**config.mk**
```make
export PLATFORM = sky130hd
export DESIGN_NAME = countdown_arbiter
export DESIGN_NICKNAME = d
export VERILOG_FILES = /design/src/rtl/countdown_pkg.sv /design/src/rtl/countdown_arbiter_down_counter.sv /design/src/rtl/countdown_arbiter.sv
export SDC_FILE = /design/constraint.sdc
export NUM_CORES = 1
export LEC_CHECK = 0
export CAP_MARGIN = 25
export CELL_PAD_IN_SITES_DETAIL_PLACEMENT = 0
export CELL_PAD_IN_SITES_GLOBAL_PLACEMENT = 1
export CORE_AREA = 2 2 43 85
export CTS_BUF_LIST = sky130_fd_sc_hd__clkbuf_4 sky130_fd_sc_hd__clkbuf_8
export CTS_CLUSTER_DIAMETER = 60
export DETAILED_ROUTE_END_ITERATION = 10
export DIE_AREA = 0 0 45 87
export GPL_ROUTABILITY_DRIVEN = 0
export PLACE_DENSITY_LB_ADDON = 0.1
export SLEW_MARGIN = 10
export SYNTH_ARGS = -nofsm -noshare
export SYNTH_HDL_FRONTEND = slang
export SYNTH_SLANG_ARGS = --single-unit
```
**constraint.sdc**
```tcl
create_clock -name clk -period 3.4 [get_ports clk]
set_input_delay 0.68 -clock clk [delete_from_list [all_inputs] [get_ports clk]]
set_output_delay 0.68 -clock clk [all_outputs]
set_load 0.01 [all_outputs]
```
**src/rtl/countdown_pkg.sv**
```systemverilog
// Shared types and the round-robin pick helper for the countdown arbiter.
package countdown_pkg;

    typedef enum logic [1:0] {IDLE, LOAD, COUNT, DONE} state_t;

    localparam int RMAX = 4;
    localparam int IW   = 2;

    typedef struct packed {
        logic          found;
        logic [IW-1:0] idx;
    } pick_t;

    // First set request at or above ptr, wrapping modulo nreq. Walking the
    // offsets downward lets the smallest offset win without an early exit.
    function automatic pick_t rr_pick(input logic [RMAX-1:0] req,
                                      input logic [IW-1:0]   ptr,
                                      input int              nreq);
        pick_t p;
        int    j;
        p = '0;
        for (int k = RMAX - 1; k >= 0; k--) begin
            if (k < nreq) begin
                j = int'(ptr) + k;
                if (j >= nreq) j = j - nreq;
                if (req[j[IW-1:0]]) begin
                    p.found = 1'b1;
                    p.idx   = j[IW-1:0];
                end
            end
        end
        return p;
    endfunction

endpackage

```
**src/rtl/countdown_arbiter_down_counter.sv**
```systemverilog
// Loadable down-counter that saturates at zero; load wins over en.
module down_counter #(
    parameter int N = 6
) (
    input  logic         clk,
    input  logic         r,
    input  logic         load,
    input  logic         en,
    input  logic [N-1:0] d,
    output logic [N-1:0] q,
    output logic         zero
);

    always_ff @(posedge clk) begin
        if (r)
            q <= '0;
        else if (load)
            q <= d;
        else if (en && (q != '0))
            q <= q - 1'b1;
    end

    assign zero = (q == '0);

endmodule

```
**src/rtl/countdown_arbiter.sv**
```systemverilog
// Round-robin sharing of one down-counter among R requesters.
//
//   state | meaning
//   IDLE  | waiting for any req; picks owner from ptr upward
//   LOAD  | counter loads the value latched at grant
//   COUNT | decrementing (held by pause) until the counter reads zero
//   DONE  | done pulse to owner, rotate ptr, release grant
module countdown_arbiter
    import countdown_pkg::*;
#(
    parameter int N = 6,
    parameter int R = 2
) (
    input  logic           clk,
    input  logic           r,
    input  logic [R-1:0]   req,
    input  logic [R*N-1:0] val,
    input  logic           pause,
    input  logic           abort,
    output logic [R-1:0]   grant,
    output logic           busy,
    output logic [N-1:0]   out,
    output logic [R-1:0]   done
);

    state_t         state;
    logic [IW-1:0]  ptr;
    logic [IW-1:0]  idx;
    logic [IW-1:0]  idx_next;
    logic [N-1:0]   lval;
    logic [RMAX-1:0] req_pad;
    pick_t          pk;
    logic           cnt_load;
    logic           cnt_en;
    logic [N-1:0]   cnt_d;
    logic           cnt_zero;

    always_comb begin
        req_pad        = '0;
        req_pad[R-1:0] = req;
        pk             = rr_pick(req_pad, ptr, R);
        idx_next       = (idx == IW'(R - 1)) ? '0 : idx + 1'b1;
    end

    // Abort reuses the load path with a zero operand so out reads 0 in IDLE.
    always_comb begin
        cnt_load = 1'b0;
        cnt_en   = 1'b0;
        cnt_d    = lval;
        case (state)
            LOAD: begin
                cnt_load = 1'b1;
                if (abort) cnt_d = '0;
            end
            COUNT: begin
                if (abort) begin
                    cnt_load = 1'b1;
                    cnt_d    = '0;
                end else begin
                    cnt_en = !pause;
                end
            end
            default: ;
        endcase
    end

    down_counter #(.N(N)) u_cnt (
        .clk  (clk),
        .r    (r),
        .load (cnt_load),
        .en   (cnt_en),
        .d    (cnt_d),
        .q    (out),
        .zero (cnt_zero)
    );

    always_ff @(posedge clk) begin
        if (r) begin
            state <= IDLE;
            ptr   <= '0;
            idx   <= '0;
            lval  <= '0;
            grant <= '0;
            busy  <= 1'b0;
            done  <= '0;
        end else begin
            case (state)
                IDLE: begin
                    done <= '0;
                    if (pk.found) begin
                        idx   <= pk.idx;
                        lval  <= val[int'(pk.idx)*N +: N];
                        grant <= R'(1) << pk.idx;
                        busy  <= 1'b1;
                        state <= LOAD;
                    end
                end
                LOAD: begin
                    if (abort) begin
                        grant <= '0;
                        busy  <= 1'b0;
                        ptr   <= idx_next;
                        state <= IDLE;
                    end else begin
                        state <= COUNT;
                    end
                end
                COUNT: begin
                    if (abort) begin
                        grant <= '0;
                        busy  <= 1'b0;
                        ptr   <= idx_next;
                        state <= IDLE;
                    end else if (cnt_zero) begin
                        done  <= grant;
                        state <= DONE;
                    end
                end
                DONE: begin
                    done  <= '0;
                    grant <= '0;
                    busy  <= 1'b0;
                    ptr   <= idx_next;
                    state <= IDLE;
                end
                default: state <= IDLE;
            endcase
        end
    end

endmodule
```
Yosys cells after proc, flatten, opt, wreduce, memory -nomap -nowiden
Cells that the tools add are included.
{"block": "word_totals", "register_bits": 23, "latch_bits": 0, "ramBits": 0, "romBits": 0, "input_bits": 18, "output_inout_bits": 11, "elab_cells": 77, "memories": 0}
{"block": "classes", "n_addsub": 5, "mul": 1, "div_mod_pow": 0, "order_cmp": 4, "eq_ne": 9, "n_shift": 2, "muxes": 33, "n_bitwise": 0, "reduce_logical": 15}
{"cell": "$mux W2", "n": 12}
{"cell": "$mux W6", "n": 4}
{"cell": "$shiftx A12 B6 Y6", "n": 1}
{"cell": "$pmux W2 S2", "n": 2}
{"cell": "$pmux W2 S4", "n": 1}
{"cell": "$reduce_and A2 Y1", "n": 4}
{"cell": "$mux W1", "n": 7}
{"cell": "$logic_not A6 Y1", "n": 1}
{"cell": "$lt A2 B3 Y1 const B", "n": 2}
{"cell": "$mux W3", "n": 2}
{"cell": "$ne A2 B2 Y1 const B", "n": 3}
{"cell": "$pmux W2 S3", "n": 1}
{"cell": "$reduce_bool A2 Y1", "n": 3}
{"cell": "$reduce_bool A6 Y1", "n": 1}
{"cell": "$sub A6 B1 Y6 const B", "n": 1}
{"cell": "$bmux W1 S2", "n": 2}
{"cell": "$eq A2 B1 Y1 const B", "n": 2}
{"cell": "$eq A2 B2 Y1 const B", "n": 2}
{"cell": "$mul A2 B2 Y4 const B", "n": 1}
{"cell": "$reduce_or A2 Y1", "n": 2}
{"cell": "$sub A2 B2 Y2 const B", "n": 2}
{"cell": "$add A2 B1 Y3 const B", "n": 1}
{"cell": "$ge A3 B2 Y1 const B", "n": 1}
{"cell": "$ne A3 B3 Y1 const B", "n": 1}
{"cell": "other kinds (10)", "n": 10}

Longest topological paths before layout
Gate-level depths: netlist of run 1.
{"block": "logic_depth", "depth_word": 10, "depth_mapped": 7, "mapped_depth_nobuf": 6}

Hierarchy
Synthesis of run 1 repeated with hierarchy kept, for this count alone.
{"block": "unflattened", "cells_unflattened": 147, "hier_area_um2": 1292.5}
{"mod": "countdown_arbiter", "instances": 1, "cells_per_inst": 105, "area_each_um2": 920.9, "seq_area_each_um2": 340.3}
{"mod": "down_counter", "instances": 1, "cells_per_inst": 42, "area_each_um2": 371.6, "seq_area_each_um2": 120.1}

Least setup slack after synthesis of run 1
No wires, ideal clock.
{"block": "synth_timing", "path_kind": "register to register", "from": "reg state[0]", "to": "reg u_cnt.q[5]", "setup_ps": 124, "arrival_time_ps": 1511, "required_ps": 3276, "slack_ps": 1766, "path_stages_with_launch": 7, "path_buffers": 1, "synth_period_minus_slack_ps": 1634, "path_cell_list": "dfxtp_1 inv_1 ha_1 a21o_2 and2_4 buf_6 o311a_2"}
{"block": "synth_via", "elab_chain_len": 4, "elab_cells_between_ends": 9, "classes_between": "eq/ne: 2; mux: 4; reduce/logical: 3"}
{"element": "from (decl)", "line": "countdown_arbiter.sv:26", "source": "state_t state;"}
{"element": "from (signal assigned)", "line": "countdown_arbiter.sv:79", "source": "state <= IDLE;"}
{"element": "from (signal assigned)", "line": "countdown_arbiter.sv:95", "source": "state <= LOAD;"}
{"element": "from (signal assigned)", "line": "countdown_arbiter.sv:103", "source": "state <= IDLE;"}
{"element": "$eq A2 B2 Y1 or $eq A2 B1 Y1 (tied branches)", "line": "countdown_arbiter.sv:50", "source": "case (state)"}
{"element": "$reduce_or A2 Y1 (no source line) or $mux W1 (tied branches)"}
{"element": "$mux W6 or $logic_and A1 B1 Y1 (tied branches)"}
{"element": "$mux W6 or $reduce_bool A2 Y1 (tied branches)"}
{"element": "to (signal assigned)", "line": "countdown_arbiter_down_counter.sv:20", "source": "q <= q - 1'b1;"}
{"element": "to (decl)", "line": "countdown_arbiter_down_counter.sv:10", "source": "output logic [N-1:0] q,"}
Parallel ways exist; a longest one is shown, timed or not.
A chain may end at the register's enable or synchronous reset.

Final worst setup path of run 1
{"block": "layout_timing", "from": "reg u_cnt.q[2]", "to": "out out[2]"}
{"element": "to (decl)", "line": "countdown_arbiter.sv:22", "source": "output logic [N-1:0] out,"}
No word-level cell between the ends.

==> results of run 1 <==
==> final cells by class <==
cell class / count / area share
Inverter: 8 / 0.01796
Tap cell: 32 / 0.02395
Clock buffer: 3 / 0.02470
Timing Repair Buffer: 29 / 0.1722
Multi-Input combinational cell: 114 / 0.4828
Sequential cell: 23 / 0.2754
Clock inverter: 1 / 0.002994
==> path summary, 6_finish.rpt <==
| path | endpoint | cells past startpoint | slack [ps] | from |
|---|---|---|---|---|
| worst max-delay path | out[2] | 1 | 1360 | u_cnt.q[2] |
| worst min-delay path | ptr[0] | 1 | 450 | idx[0] |
| worst max register to register | u_cnt.q[5] | 6 | 1620 | state[0] |
| worst min register to register | ptr[0] | 1 | 450 | idx[0] |
==> sequential cells by signal, indices dropped and copies added, names as in the netlist <==
| register | flops |
|---|---|
| ptr | 2 |
| lval | 6 |
| busy | 1 |
| idx | 2 |
| u_cnt.q | 6 |
| state | 2 |
| grant | 2 |
| done | 2 |
==> power by group through the flow <==
stage	clock network (mW)	logic (mW)	registers (mW)
5_1_grt	0.189	0.203	0.318
6_report	0.169	0.182	0.313
3_5_place_dp	0	0.184	0.320
4_1_cts	0.175	0.185	0.313
3_3_place_gp	0	0.183	0.320
2_1_floorplan	0	0.122	0.320
==> per-layer routing <==
layer / up-vias / share of wire / global-route usage
li1: 592 / - / -
met1: 519 / 0.42 / 0.1797
met2: 18 / 0.54 / 0.2442
met3: 2 / 0.030 / 0.01867
met4: 0 / 0.012 / 0.07219
met5: - / 0 / 0
==> synth_stat cells (all sizes together) (2+ instances only) <==
| cell type | n | area [um2] |
|---|---|---|
| a211oi | 11 | 97.60 |
| a21o | 4 | 33.79 |
| a21oi | 7 | 50.05 |
| a31oi | 2 | 12.51 |
| and2 | 2 | 15.02 |
| and2b | 2 | 17.52 |
| buf | 3 | 23.77 |
| clkbuf | 2 | 17.51 |
| dfxtp | 23 | 460.4 |
| ha | 7 | 87.58 |
| inv | 8 | 30.03 |
| mux2i | 8 | 80.08 |
| nand2 | 12 | 47.55 |
| nand2b | 3 | 18.77 |
| nand3b | 2 | 15.01 |
| nor2 | 19 | 71.32 |
| nor3 | 10 | 66.32 |
| nor3b | 2 | 15.01 |
| o211ai | 2 | 15.01 |
| o21ai | 3 | 15.01 |
| or2 | 2 | 12.51 |
==> layout by cell type (no fill, tap or decap), types with 2 or more instances in the layout <==
cell,netlist,final
ha_1,7,7
nand2_1,11,11
dfxtp_1,23,23
nand3b_1,2,2
clkdlybuf4s50_1,0,28
a21o_2,3,3
nand2b_1,3,3
o211ai_1,2,2
clkbuf_8,1,3
nor2_1,19,19
or2_1,2,2
mux2i_1,8,8
a211oi_1,8,8
o21ai_0,3,3
a21oi_1,5,5
inv_1,8,8
and2b_2,2,2
nor3b_1,2,2
a31oi_1,2,2
a211oi_2,3,3
nor3_1,8,8
==> kinds of logic (layout without fill, tap and decap cells) <==
| kind of cell | after synthesis | in the layout | synth area share |
|---|---|---|---|
| AO/OA/AOI/OAI | 37 | 37 | 0.2206 |
| adder cells (fa/ha/maj) | 7 | 7 | 0.06542 |
| buffers and inverters | 13 | 41 | 0.05326 |
| flip-flops | 23 | 23 | 0.3439 |
| multiplexers | 9 | 9 | 0.06823 |
| AND/OR/NAND/NOR | 61 | 61 | 0.2486 |
==> stage by stage <==
| stage | setup WS (ps) | power (mW) |
|---|---|---|
| after floorplan | 1766 | 0.4422 |
| after global placement | 1126 | 0.5026 |
| after detailed placement | 1096 | 0.5042 |
| after CTS | 1342 | 0.6739 |
| after global routing | 1291 | 0.7091 |
| final | 1363 | 0.6641 |
==> results.cfg, run 1 <==
[status]
outcome = finished clean

[yosys]
synth_nets = 175
synthesis.area_um2 = 1339
async_flop_share = 0
syn_inst = 150
synthDistinctLibCells = 48
synth_flop_cell = dfxtp_1
synth_edf_count = 0
ys_seq_elements = 23
yosysSeqAreaShare = 0.3439
avgSynthCellArea_um2 = 8.925
ys_warn_count = 0

[cts]
post_cts_buffers = 0
path_clk_slew_ps = 80
insertion_delay_ps = 260
clk_path_buf_depth = 2
h-tree-depth = 1
cts_buffers = 3
postCtsHoldBufs = 0
cts_sinks = 23
cts_tree = built
cts_root_buffer = clkbuf_8
post_cts_resized = 0

[routing]
post_drt_wl_per_cell_um = 12.48
avgViaCountPerCell = 5.386
vias = 1131
drtPass1Iterations = 4
ant_nets = 0
drc = 0
detail_route.iter0.violations = 12
wl_um = 2620

[timing]
max_slew_margin = 0.6352
min_period_ps = 2037
maxClockFrequency_ghz = 0.4910
rsz0062_at_grt = false
maxSlewViolCount = 0
tns_ps = 0
finalClockSkew_ps = 3.476
worst_pin_slew_ps = 547.2
fin_crit_sh = 0.5990
whs_ps = 446.8
setup_viol = 0
hold_viol_final = 0

[run]
max_cap_viol_count = 0

[finish]
diodes = 0
nNetsFinal = 204
fillers = 336
syn_to_final_growth_pct = 24.86
fin_area_um2 = 1672
drive_gt1_frac = 0.1292
final-seq-area_um2 = 460.4
stdcell_count = 210
final_core_util = 0.5061
multi_input_area_um2 = 807.0

[die]
fp.dieH_um = 87
start_util = 0.4053
die-area_um2 = 3915
coreArea_um2 = 3303
fp-row-count = 30
die_w_um = 45
pin_count = 29

[power_and_ir_drop]
seq_power_share = 0.472
p_int_mw = 0.4683
clkPwrFrac = 0.254
combinationalPowerShare = 0.274
p_sw_frac = 0.2949
max-vdd-ir-drop_uv = 227.2
power.density_nw_per_um2 = 397.3
switchingPower_mw = 0.1958
leakage_nw = 0.6546

[worst_setup_path]
worst_setup_path_start_kind = flip-flop
worstPathArrival_ps = 1360
critPathMaxFanout = 8
worstSetupPathType = flip-flop to output port
slowest_stage = clkdlybuf4s50_1
max_stage_delay_ps = 600
end_kind = output port
cp_cell_sequence = clkdlybuf4s50_1
critPathBufInv = 1
cpLargestDelayFamily = buffers and inverters
cp.required_ps = 2720

[grt]
grt_start_max_net_pins = 26
grt_overflow = 0
grt_pass1_vias = 997
antenna_found_initial = 0
track_usage = 0.1474
grt_pass1_wl_um = 4347

[place]
port_buffers = 28
dp.cells = 206
placedInstanceArea_um2 = 1625
post-dp-hpwl_um = 2034

[min_path]
hold_path.class = flip-flop to flip-flop
Power figures use the tool's default switching activity.
==> run 2: changes to the inputs <==
--- a/config.mk
+++ b/config.mk
@@ -8,11 +8,11 @@
 export CAP_MARGIN = 25
 export CELL_PAD_IN_SITES_DETAIL_PLACEMENT = 0
 export CELL_PAD_IN_SITES_GLOBAL_PLACEMENT = 1
-export CORE_AREA = 2 2 43 85
+export CORE_AREA = 2 2 47 93
 export CTS_BUF_LIST = sky130_fd_sc_hd__clkbuf_4 sky130_fd_sc_hd__clkbuf_8
 export CTS_CLUSTER_DIAMETER = 60
 export DETAILED_ROUTE_END_ITERATION = 10
-export DIE_AREA = 0 0 45 87
+export DIE_AREA = 0 0 49 95
 export GPL_ROUTABILITY_DRIVEN = 0
 export PLACE_DENSITY_LB_ADDON = 0.1
 export SLEW_MARGIN = 10
==> constraint.sdc (replaced) <==
create_clock -name clk -period 1.7 [get_ports clk]
set_input_delay 0.34 -clock clk [delete_from_list [all_inputs] [get_ports clk]]
set_output_delay 0.34 -clock clk [all_outputs]
set_load 0.01 [all_outputs]
==> run 2 against run 1 <==
  * Sequential share of layout area down 1.8 points
  * Worst setup slack worse by 1300 ps
  * Routed wire length up 7.0%
  * Via count up 1.4%
  * Combinational power up 130%
  * Sequential power up 98%
  * First-iteration DRC count up 25%
  * Non-clock buffer count up 12
  * Largest cell class unchanged
==> results.cfg, run 2 (synthesis gave the netlist of run 1 again) <==
[power_and_ir_drop]
max-vdd-ir-drop_uv = 517.1
clkPwrFrac = 0.245
power.density_nw_per_um2 = 761.0
p_int_mw = 0.9747
combinationalPowerShare = 0.305
p_sw_frac = 0.2921
power_mw = 1.377
seq_power_share = 0.450
leakage_nw = 0.7195
switchingPower_mw = 0.4022

[timing]
hold_viol_final = 0
finalClockSkew_ps = 0.8386
fin_crit_sh = 0.9469
max_slew_margin = 0.7936
rsz0062_at_grt = true
setup_viol = 0
min_period_ps = 1610
maxSlewViolCount = 0
whs_ps = 442.3
maxClockFrequency_ghz = 0.6212
worst_pin_slew_ps = 308.6

[finish]
fillers = 417
syn_to_final_growth_pct = 35.14
fin_area_um2 = 1809
stdcell_count = 242
mostFrequentLayoutCell = clkdlybuf4s50_1
reg_top3 = lval (6), u_cnt.q (6)
drive_gt1_frac = 0.2158
final_core_util = 0.4517
nNetsFinal = 216
diodes = 0
layout_common_cells = 28 x clkdlybuf4s50_1, 19 x nor2_1, 19 x dfxtp_1, 12 x buf_4, 11 x nand2_1

[worst_setup_path]
cpLargestDelayFamily = simple AND/OR/NAND/NOR gates
slowest_stage = or3b_4
worstPathArrival_ps = 1800
reg2regPathDepth = 6
cp.required_ps = 1890
critPathMaxFanout = 8
critPathBufInv = 1
worst_setup_path_start_kind = flip-flop
worstSetupPathType = flip-flop to flip-flop
max_stage_delay_ps = 410
end_kind = flip-flop
path_depth = 6
cp_cell_sequence = inv_1, ha_2, or3b_4, a21oi_4, nor3_1, a211oi_2

[routing]
drc = 0
post_drt_wl_per_cell_um = 11.59
vias = 1147
drtPass1Iterations = 3
ant_nets = 0
detail_route.iter0.violations = 15
avgViaCountPerCell = 4.740
wl_um = 2804

[cts]
path_clk_slew_ps = 80
insertion_delay_ps = 260
cts_buffers = 3
h-tree-depth = 1
cts_sinks = 23
clk_path_buf_depth = 2
post_cts_buffers = 0
postCtsHoldBufs = 0
cts_tree = built
cts_root_buffer = clkbuf_8

[grt]
grt_overflow = 0
antenna_found_initial = 0
grt_start_max_net_pins = 16
grt_pass1_vias = 1080
track_usage = 0.1337
grt_pass1_wl_um = 4788

[die]
fp-row-count = 33
coreArea_um2 = 4005
die_w_um = 49
start_util = 0.3343
die-area_um2 = 4655
pin_count = 29
fp.dieH_um = 95

[min_path]
hold_depth = 1
hold_path.class = flip-flop to flip-flop

[run]
max_cap_viol_count = 0

[place]
port_buffers = 28
dp.cells = 238
post-dp-hpwl_um = 2216
placedInstanceArea_um2 = 1753

[status]
outcome = finished clean
[run 2: changes by cell type in the layout (fill, tap and decap cells not counted)]
cell / before / now
buf_4: 1 / 12
dfxtp_1: 23 / 19
dfxtp_2: 0 / 4
ha_1: 7 / 5
ha_2: 0 / 2
buf_12: 0 / 1
[run 2: cell type report]
type,instances,area (um2),share of cell area
Timing Repair Buffer,41,390.4,0.2158
Clock buffer,3,41.29,0.02282
Inverter,8,30.03,0.01660
Multi-Input combinational cell,114,812.0,0.4488
Sequential cell,23,465.4,0.2573
Tap cell,52,65.06,0.03596
Clock inverter,1,5.005,0.002766
[run 2: metal layers]
layer | GRT usage | wire length [um]
met5 | 0 | 0
met4 | 0.07143 | 51
met3 | 0.01899 | 83
met2 | 0.2432 | 1379
met1 | 0.1474 | 1289
[run 2: worst paths after layout]
kind | from | endpoint | slack (ps)
min reg2reg | idx[0] | ptr[0] | 440
max | state[0] | u_cnt.q[1] | 90
min | idx[0] | ptr[0] | 440
max reg2reg | state[0] | u_cnt.q[1] | 90
[run 2: power by group through the flow]
stage	Sequential (mW)	Combinational, mW	Clock (mW)
2_1_floorplan	0.640	0.244	0
3_3_place_gp	0.631	0.422	0
6_report	0.620	0.420	0.337
4_1_cts	0.620	0.425	0.364
5_1_grt	0.628	0.465	0.388
3_5_place_dp	0.631	0.424	0
[run 2: repair_timing]
item                                    4_1_cts  5_1_grt
endpoints found under the setup margin        2       10
resized for setup                             2        4
pin swaps                                     0        0
[run 2: through the flow]
step | setup slack, ps | TNS (ps)
3_3_place_gp | -112.4 | -691.5
5_1_grt | -27.33 | -27.33
6_report | 90.24 | 0
4_1_cts | 32.62 | 0
3_5_place_dp | -122.9 | -827.2
2_1_floorplan | 65.56 | 0
==> run 3: changes to the inputs <==
--- a/config.mk
+++ b/config.mk
@@ -8,12 +8,13 @@
 export CAP_MARGIN = 25
 export CELL_PAD_IN_SITES_DETAIL_PLACEMENT = 0
 export CELL_PAD_IN_SITES_GLOBAL_PLACEMENT = 1
-export CORE_AREA = 2 2 47 93
+export CORE_AREA = 2 2 45 88
 export CTS_BUF_LIST = sky130_fd_sc_hd__clkbuf_4 sky130_fd_sc_hd__clkbuf_8
 export CTS_CLUSTER_DIAMETER = 60
 export DETAILED_ROUTE_END_ITERATION = 10
-export DIE_AREA = 0 0 49 95
+export DIE_AREA = 0 0 47 90
 export GPL_ROUTABILITY_DRIVEN = 0
+export HOLD_SLACK_MARGIN = 0.12
 export PLACE_DENSITY_LB_ADDON = 0.1
 export SLEW_MARGIN = 10
 export SYNTH_ARGS = -nofsm -noshare
==> constraint.sdc (replaced) <==
create_clock -name clk -period 1.55 [get_ports clk]
set_input_delay 0.31 -clock clk [delete_from_list [all_inputs] [get_ports clk]]
set_output_delay 0.31 -clock clk [all_outputs]
set_load 0.01 [all_outputs]
==> run 3 against run 2 <==
  * The flow now finishes with violations (negative setup slack)
  * Core utilization up 7.2 points
  * Power up 12%
  * Final cell count unchanged
  * Critical path depth unchanged
  * First-iteration DRC count up 13%
  * Worst hold slack worse by 1.5 ps
  * Fmax up 3.7%
  * Clock power up 9.5%
  * Global-route usage up 2.6 points
  * Clock skew up 2.5 ps
  * Routed wire length up 13%
==> results.cfg, run 3 (synthesis gave the netlist of run 1 again) <==
[grt]
grt_pass1_vias = 1128
grt_start_max_net_pins = 25
grt_overflow = 0
track_usage = 0.1599
antenna_found_initial = 0
grt_pass1_wl_um = 5071

[worst_setup_path]
startpoint = state[0]
r2r-end = u_cnt.q[1]
critPathMaxFanout = 8
worst_setup_path_start_kind = flip-flop
r2r-start = state[0]
worstPathArrival_ps = 1700
end_kind = flip-flop
reg2regPathDepth = 6
endpoint = u_cnt.q[1]
cp.required_ps = 1700
regToRegSetupSlack_ps = -2
worstSetupPathType = flip-flop to flip-flop

[finish]
stdcell_count = 242
syn_to_final_growth_pct = 39.72
drive_gt1_frac = 0.2694
nNetsFinal = 219
reg_top3 = lval (6), u_cnt.q (6)
mostFrequentLayoutCell = clkdlybuf4s50_1
layout_common_cells = 25 x clkdlybuf4s50_1, 19 x nor2_1, 15 x dfxtp_1, 15 x buf_4, 11 x nand2_1
diodes = 0

[routing]
wl_um = 3156
avgViaCountPerCell = 5.004
ant_nets = 0
drtPass1Iterations = 4
vias = 1211
drc = 0
post_drt_wl_per_cell_um = 13.04
detail_route.iter0.violations = 17

[place]
post-dp-hpwl_um = 2474
post-place-ws_ps = -265.0
port_buffers = 28
dp.cells = 238

[timing]
finalClockSkew_ps = 3.320
worst_pin_slew_ps = 268.1
maxClockFrequency_ghz = 0.6445
tns_ps = -1.651
maxSlewViolCount = 0
hold_viol_final = 0
fin_crit_sh = 1.001
setup_viol = 1
min_period_ps = 1552
max_slew_margin = 0.8213
rsz0062_at_grt = true
postLayoutSetupSlackWorst_ps = -1.651

[die]
start_util = 0.3752
pin_count = 29
die_w_um = 47
coreArea_um2 = 3568
fp-row-count = 31
die-area_um2 = 4230
fp.dieH_um = 90

[cts]
path_clk_slew_ps = 80
cts_sinks = 23
cts_tree = built
insertion_delay_ps = 260
cts_buffers = 3
h-tree-depth = 1
cts_root_buffer = clkbuf_8
clk_path_buf_depth = 2
post_cts_buffers = 0

[run]
max_cap_viol_count = 0

[min_path]
hold_path.class = flip-flop to flip-flop
hold_start = idx[0]

[status]
violations = negative setup slack
outcome = finished with violations

[power_and_ir_drop]
max-vdd-ir-drop_uv = 628.4
power.density_nw_per_um2 = 826.4
leakage_nw = 0.7695
power_mw = 1.546
[run 3: what timing repair did]
item | CTS | global route
cloned | 0 | 0
pin swaps | 0 | 1
hold buffers | 0 | 0
endpoints found under the setup margin | 9 | 13
gates resized for setup | 9 | 5
[run 3: area by class of cell]
class / instances / area (um2)
well taps: 49 / 61.31
fillers: 370 / 1698
flip-flops and latches: 23 / 475.5
clock buffers: 3 / 41.29
inverters: 8 / 32.53
repair buffers: 44 / 412.9
clock inverters: 1 / 5.005
multi-input cells: 114 / 842.1
[run 3: metal layers]
layer  track usage  part of all wire
met5             0                 0
met1        0.1863              0.40
met3       0.02209             0.038
met4       0.06250             0.023
met2        0.2740              0.54
[run 3: worst min path at each step]
stage,end,slack (ps),cells after the start
CTS,ptr[0],450,1
detailed placement,ptr[0],440,1
global route,ptr[0],460,1
finish,ptr[0],440,1
global placement,ptr[0],420,1
floorplan,ptr[0],410,1
[run 3: stage by stage]
stage               hold WS, ps  cell area, um2  utilization
finish                    440.8            1871       0.5242
floorplan                 411.9            1366            -
CTS                       446.1            1859       0.5210
detailed placement        435.6            1799       0.5042
global route              461.4            1871       0.5242
global placement          418.4            1799       0.5042
[run 3: critical path: stages (launching register included)]
cell	delay, ps
dfxtp_2	350
inv_4	70
ha_4	130
or3b_4	390
a21oi_4	250
a21o_2	180
a211oi_2	60
[run 3: where the power goes]
part	switching, mW	internal (mW)	total (mW)
registers	0.0427	0.642	0.685
clock network	0.189	0.179	0.369
logic	0.227	0.265	0.493
